--- config.mk ---
export PLATFORM = sky130hd
export DESIGN_NAME = forward_scoreboard
export DESIGN_NICKNAME = d
export VERILOG_FILES = /design/src/rtl/forward_scoreboard_pkg.sv /design/src/rtl/lzd.sv /design/src/rtl/forward_scoreboard.sv
export SDC_FILE = /design/constraint.sdc
export NUM_CORES = 1
export LEC_CHECK = 0
export CAP_MARGIN = 15
export CORE_UTILIZATION = 28
export DETAILED_ROUTE_END_ITERATION = 7
export HOLD_SLACK_MARGIN = 0.05
export PLACE_DENSITY = 0.7
export SYNTH_ARGS = -nofsm -noshare
export SYNTH_HDL_FRONTEND = slang
export SYNTH_HIERARCHICAL = 1
export SYNTH_SLANG_ARGS = --single-unit
export TNS_END_PERCENT = 10
--- constraint.sdc ---
create_clock -name i_clk -period 4.91 [get_ports i_clk]
set_input_delay 0.982 -clock i_clk [delete_from_list [all_inputs] [get_ports i_clk]]
set_output_delay 0.982 -clock i_clk [all_outputs]
set_load 0.02 [all_outputs]
--- src/rtl/forward_scoreboard_pkg.sv ---
// rtl/forward_scoreboard_pkg.sv - shared RV32 register types for the forwarding/hazard unit
//
// Purpose : register-index type and register-file size used by the
//           forwarding scoreboard and its bench.
// Ports   : none (package).
package types;

   typedef logic [4:0] rv32_register;

   localparam int RV32_NUM_REGS = 32;

endpackage

--- src/rtl/lzd.sv ---
// rtl/lzd.sv - priority encoder returning the index of the lowest set bit
//
// Purpose : selects the highest-priority request; bit 0 has top priority.
// Ports   : i_vec  in  WIDTH  request vector
//           o_idx  out IDX_W  index of the lowest set bit (0 when none set)
module lzd #(
   parameter int WIDTH = 4,
   parameter int IDX_W = $clog2(WIDTH)
) (
   input  logic [WIDTH-1:0] i_vec,
   output logic [IDX_W-1:0] o_idx
);

   // Scan from the top down so the lowest set bit is the last one written.
   always_comb begin
      o_idx = '0;
      for (int i = WIDTH - 1; i >= 0; i--) begin
         if (i_vec[i]) o_idx = IDX_W'(i);
      end
   end

endmodule

--- src/rtl/forward_scoreboard.sv ---
// rtl/forward_scoreboard.sv - operand forwarding, RAW/WAW hazard detection and pending scoreboard
//
// Purpose : resolves NUM_READ source operands against NUM_STAGES in-order
//           stages and a long-latency completion port, tracks outstanding
//           long-latency writes and counts stall cycles.
// Ports   : i_clk, i_rst_n                     clock, async active-low reset
//           i_rs / i_rs_used / i_rf_data       per read port source, use flag, RF data
//           i_stage_valid/rd/ready/data        per stage forwarding sources (0 = youngest)
//           i_issue_valid/rd/long              instruction requesting issue
//           i_cpl_valid/rd/data                long-latency completion
//           i_flush                            pipeline flush
//           o_data                             forwarded operands
//           o_hazard                           stall decode this cycle
//           o_pending                          outstanding long-latency writes (bit 0 = 0)
//           o_stall_cycles                     saturating hazard-cycle count
module forward_scoreboard
   import types::*;
#(
   parameter int NUM_READ   = 2,
   parameter int NUM_STAGES = 3,
   parameter int CNT_W      = 32
) (
   input  logic                                i_clk,
   input  logic                                i_rst_n,
   input  rv32_register [NUM_READ-1:0]         i_rs,
   input  logic [NUM_READ-1:0]                 i_rs_used,
   input  logic [NUM_READ-1:0][31:0]           i_rf_data,
   input  logic [NUM_STAGES-1:0]               i_stage_valid,
   input  rv32_register [NUM_STAGES-1:0]       i_stage_rd,
   input  logic [NUM_STAGES-1:0]               i_stage_ready,
   input  logic [NUM_STAGES-1:0][31:0]         i_stage_data,
   input  logic                                i_issue_valid,
   input  rv32_register                        i_issue_rd,
   input  logic                                i_issue_long,
   input  logic                                i_cpl_valid,
   input  rv32_register                        i_cpl_rd,
   input  logic [31:0]                         i_cpl_data,
   input  logic                                i_flush,
   output logic [NUM_READ-1:0][31:0]           o_data,
   output logic                                o_hazard,
   output logic [RV32_NUM_REGS-1:0]            o_pending,
   output logic [CNT_W-1:0]                    o_stall_cycles
);

   // Match vector: stages, then completion, then the always-true RF fallback.
   localparam int VEC_W = NUM_STAGES + 2;
   localparam int IDX_W = $clog2(VEC_W);

   logic [RV32_NUM_REGS-1:0] r_pending;
   logic [RV32_NUM_REGS-1:0] w_pending_nxt;
   logic [CNT_W-1:0]         r_stall;
   logic [NUM_READ-1:0]      w_raw;
   logic                     w_waw;
   logic                     w_hazard;
   logic                     w_issue_eff;

   for (genvar p = 0; p < NUM_READ; p++) begin : g_port
      logic             w_active;
      logic [VEC_W-1:0] w_match;
      logic [IDX_W-1:0] w_idx;
      logic [31:0]      w_sel_data;
      logic             w_sel_haz;

      // x0 and unused ports never match anything, so they fall through to RF.
      assign w_active = i_rs_used[p] && (i_rs[p] != '0);

      always_comb begin
         w_match = '0;
         for (int s = 0; s < NUM_STAGES; s++) begin
            w_match[s] = w_active && i_stage_valid[s] && (i_stage_rd[s] == i_rs[p]);
         end
         w_match[NUM_STAGES]     = w_active && i_cpl_valid && (i_cpl_rd == i_rs[p]);
         w_match[NUM_STAGES + 1] = 1'b1;
      end

      lzd #(.WIDTH(VEC_W)) u_lzd (
         .i_vec (w_match),
         .o_idx (w_idx)
      );

      // The RF fallback is only hazardous while the register is still owed by
      // a long-latency unit; a same-cycle completion would have matched above.
      always_comb begin
         w_sel_data = i_rf_data[p];
         w_sel_haz  = w_active && r_pending[i_rs[p]];
         for (int s = 0; s < NUM_STAGES; s++) begin
            if (w_idx == IDX_W'(s)) begin
               w_sel_data = i_stage_data[s];
               w_sel_haz  = !i_stage_ready[s];
            end
         end
         if (w_idx == IDX_W'(NUM_STAGES)) begin
            w_sel_data = i_cpl_data;
            w_sel_haz  = 1'b0;
         end
      end

      assign o_data[p] = w_sel_data;
      assign w_raw[p]  = w_sel_haz;
   end

   assign w_waw = i_issue_valid && (i_issue_rd != '0) && r_pending[i_issue_rd]
                  && !(i_cpl_valid && (i_cpl_rd == i_issue_rd));

   assign w_hazard    = (|w_raw) || w_waw;
   assign w_issue_eff = i_issue_valid && !w_hazard && !i_flush;

   // Set is applied after clear so a same-register issue overrides a completion.
   always_comb begin
      w_pending_nxt = r_pending;
      if (i_flush) begin
         w_pending_nxt = '0;
      end else begin
         if (i_cpl_valid) w_pending_nxt[i_cpl_rd] = 1'b0;
         if (w_issue_eff && i_issue_long && (i_issue_rd != '0)) begin
            w_pending_nxt[i_issue_rd] = 1'b1;
         end
      end
      w_pending_nxt[0] = 1'b0;
   end

   always_ff @(posedge i_clk or negedge i_rst_n) begin
      if (!i_rst_n) r_pending <= '0;
      else          r_pending <= w_pending_nxt;
   end

   always_ff @(posedge i_clk or negedge i_rst_n) begin
      if (!i_rst_n)                        r_stall <= '0;
      else if (w_hazard && (r_stall != '1)) r_stall <= r_stall + CNT_W'(1);
   end

   assign o_hazard       = w_hazard;
   assign o_pending      = r_pending;
   assign o_stall_cycles = r_stall;

endmodule

==> impl_metrics.env <==
export IMPL_cp_required_ns=3.93
export IMPL_max_cap_viol_count=0
export IMPL_layout_nets=1641
export IMPL_syn_avg_cell_area_sq_um=7.47
export IMPL_ctsRootBufferMaster="clkbuf_16"
export IMPL_die_y_um=163
export IMPL_maxSlewHeadroom=0.363
export IMPL_crit_fanout=8
export IMPL_hold_viol_final=0
export IMPL_core_area_sq_um=25300
export IMPL_max_stage_delay_ns=0.54
export IMPL_numPortBuffers=368
export IMPL_fillCellCount=2397
export IMPL_firstDrtPassIters=5
export IMPL_place_congestion=0.978
export IMPL_ys_seq_area_frac=0.218
export IMPL_viasPerCell=5.46
export IMPL_max_freq_mhz=207
export IMPL_slew_violations=0
export IMPL_crit_chain="dlygate4sd2_1 -> or4_4 -> o21ai_4 -> buf_4 -> nor3_4 -> nor3_1 -> buf_4 -> nor3_4 -> buf_6 -> buf_16 -> buf_4 -> mux2i_1 -> a211oi_2 -> a21oi_2 -> a21oi_2 -> buf_12"
export IMPL_drt_antenna_violating_nets=0
export IMPL_ir_drop_mv=0.302
export IMPL_synth_async_reset_ratio=1.00
export IMPL_worst_path_buf_inv=7
export IMPL_grt_pass1_vias=9254
export IMPL_vias=9494
export IMPL_grt_max_degree=64
export IMPL_crit_top_cell="buf_4"
export IMPL_ioPinCount=370
export IMPL_min_path_cells=1
export IMPL_crit_type="in -> out"
export IMPL_wl_um=37200
export IMPL_grt_remaining_overflow=0
export IMPL_worst_path_stages=16
export IMPL_final_area_sq_um=13100
export IMPL_drive_above_1_share=0.246
export IMPL_cts_buffer_depth=2
export IMPL_status="finished clean"
export IMPL_numCtsBuffers=9
export IMPL_final_common_cell="clkdlybuf4s50_1"
export IMPL_first_iter_violations=755
export IMPL_period_needed_ns=4.84
export IMPL_finalSetupViolCount=0
export IMPL_die_area_sq_um=26500
export IMPL_dp_hpwl_um=28100
export IMPL_p_total_mw=2.21
export IMPL_final_core_util=0.517
export IMPL_cts_tree="done"
export IMPL_dominantRegCellSynth="dfrtp_1"
export IMPL_worstHoldStart="o_stall_cycles[17]$_DFFE_PN0P_"
export IMPL_grt_pass1_wl_um=53800
export IMPL_dpl_instance_area_sq_um=12100
export IMPL_start_kind="input pin"
export IMPL_critical_path_top_delay_family="buffers and inverters"
export IMPL_cp_data_arrival_time_ns=3.86
export IMPL_wl_per_cell_um=21.4
export IMPL_crit_path_end_kind="output port"
export IMPL_fin_crit_sh=0.986
export IMPL_cts_sinks=63
export IMPL_syn_to_final_growth_pct=80.4
export IMPL_crit_start="i_rs[4]"
export IMPL_synthCells=970
export IMPL_r2r_start="o_pending[4]$_DFF_PN0_"
export IMPL_synth_cell_types=54
export IMPL_cts_max_level=3
export IMPL_hold_class="reg -> reg"
export IMPL_clkTransAtPathRegs_ns=0.05
export IMPL_final_cell_mix="clkdlybuf4s50_1 (289), nor2_1 (139), buf_4 (118), a21oi_1 (89), mux2i_1 (80)"
export IMPL_die_x_um=163
export IMPL_clock_skew_ns=0.00680
export IMPL_clock_latency_ns=0.33
export IMPL_reg2reg_depth=9
export IMPL_slowest_stage="or4_4"
export IMPL_rows=58
export IMPL_grt_setup_unrepaired="true"
export IMPL_grt_usage=0.263
export IMPL_synth_edf_count=0
export IMPL_antenna_found_initial=4
export IMPL_p_leak_nw=5.26
export IMPL_synth_cell_area_sq_um=7240
export IMPL_synth_seq_cells=63
export IMPL_worst_pin_slew_ns=0.953
export IMPL_drc_errors=0
export IMPL_ys_warn_count=6
export IMPL_power_density_nw_per_um2=169
export IMPL_initial_core_util=0.287
## flip-flops by register name, indices dropped and copies added, names as in the netlist
register / flops
o_pending: 31
o_stall_cycles: 32
## timing repair
item                       4_1_cts  5_1_grt
hold buffers                     0        0
gates resized for setup        240       87
cloned                           5        2
setup endpoints to repair       65       64
setup buffers                   11        6
pin swaps                       26       26
## through the flow
stage	hold WS, ns	setup slack [ns]	setup TNS, ns	instances
after floorplan	0.593	-0.0662	-1.99	971
after global placement	0.479	-0.740	-38.87	1694
after detailed placement	0.485	-0.780	-39.58	1694
after CTS	0.493	-0.00901	-0.0178	1725
after global routing	0.524	-0.0991	-0.923	1738
final	0.490	0.0696	0	1738
## per-layer routing
| metal | track usage | part of all wire | up-vias |
|---|---|---|---|
| met2 | 0.470 | 0.49 | 490 |
| met5 | 0 | 0 | - |
| met3 | 0.0565 | 0.087 | 100 |
| met4 | 0.0977 | 0.047 | 0 |
| li1 | - | - | 4383 |
| met1 | 0.305 | 0.37 | 4521 |
## worst reg2reg max path, stage by stage, from the launching register on
cell and delay, ns:
dfrtp_1 0.46, mux4_2 0.48, or2_2 0.28, a311oi_1 0.29, o31a_1 0.20, o21ai_2 0.09
buf_4 0.27, or4_1 0.53, buf_4 0.19, o21ai_1 0.16
## power breakdown
group / internal (mW) / switching (mW) / total [mW]
combinational: 0.558 / 0.503 / 1.06
sequential: 0.548 / 0.0330 / 0.581
clock: 0.338 / 0.233 / 0.571
## cell usage after synthesis, types with 3 or more instances
library cell,number,area share
a211oi_1,64,0.066
a21oi_1,135,0.093
and2_1,4,0.0035
and3_1,13,0.011
and4_1,3,0.0036
buf_1,13,0.0067
buf_2,10,0.0069
clkbuf_1,60,0.031
dfrtp_1,63,0.22
inv_1,8,0.0041
mux2_2,4,0.0062
mux2i_1,86,0.12
mux4_2,13,0.040
nand2_1,49,0.025
nand2b_1,5,0.0043
nand3_1,21,0.015
nand3b_1,27,0.028
nand4_1,22,0.019
nor2_1,142,0.074
nor2b_1,18,0.016
nor3_1,20,0.014
nor3b_1,8,0.0083
nor4_1,5,0.0043
o21ai_0,27,0.019
o21ai_1,24,0.017
or2_2,4,0.0035
or3b_2,7,0.0085
or4_1,6,0.0062
xnor2_1,72,0.087
xor2_1,4,0.0048
## cell families after synthesis
group                    Yosys count  synth area share
XOR/XNOR                          76            0.0919
AND/OR/NAND/NOR                  361             0.252
adder cells (fa/ha/maj)            1           0.00173
buffers and inverters             94            0.0525
other                              2           0.00104
flip-flops                        63             0.218
multiplexers                     103             0.166
AO/OA/AOI/OAI                    270             0.218
## final timing paths
path / to / slack, ns
setup / recovery: o_data[0] / 0.07
hold / removal: o_stall_cycles[17]$_DFFE_PN0P_ / 0.49
setup reg to reg: o_pending[5]$_DFF_PN0_ / 1.88
hold reg to reg: o_stall_cycles[17]$_DFFE_PN0P_ / 0.49
max in group asynchronous: o_stall_cycles[31]$_DFFE_PN0P_ / 3.55
min in group asynchronous: o_stall_cycles[23]$_DFFE_PN0P_ / 0.83
## area by class of cell
cell class	count	area (sq um)	share of cell area
diodes	4	10.0	0.000766
clock buffers	10	229	0.0175
well taps	330	413	0.0316
clock inverters	6	37.5	0.00287
flip-flops and latches	63	1580	0.121
inverters	8	30.0	0.00230
multi-input cells	814	5790	0.443
repair buffers	503	4980	0.381
(Power assumes the default switching activity.)
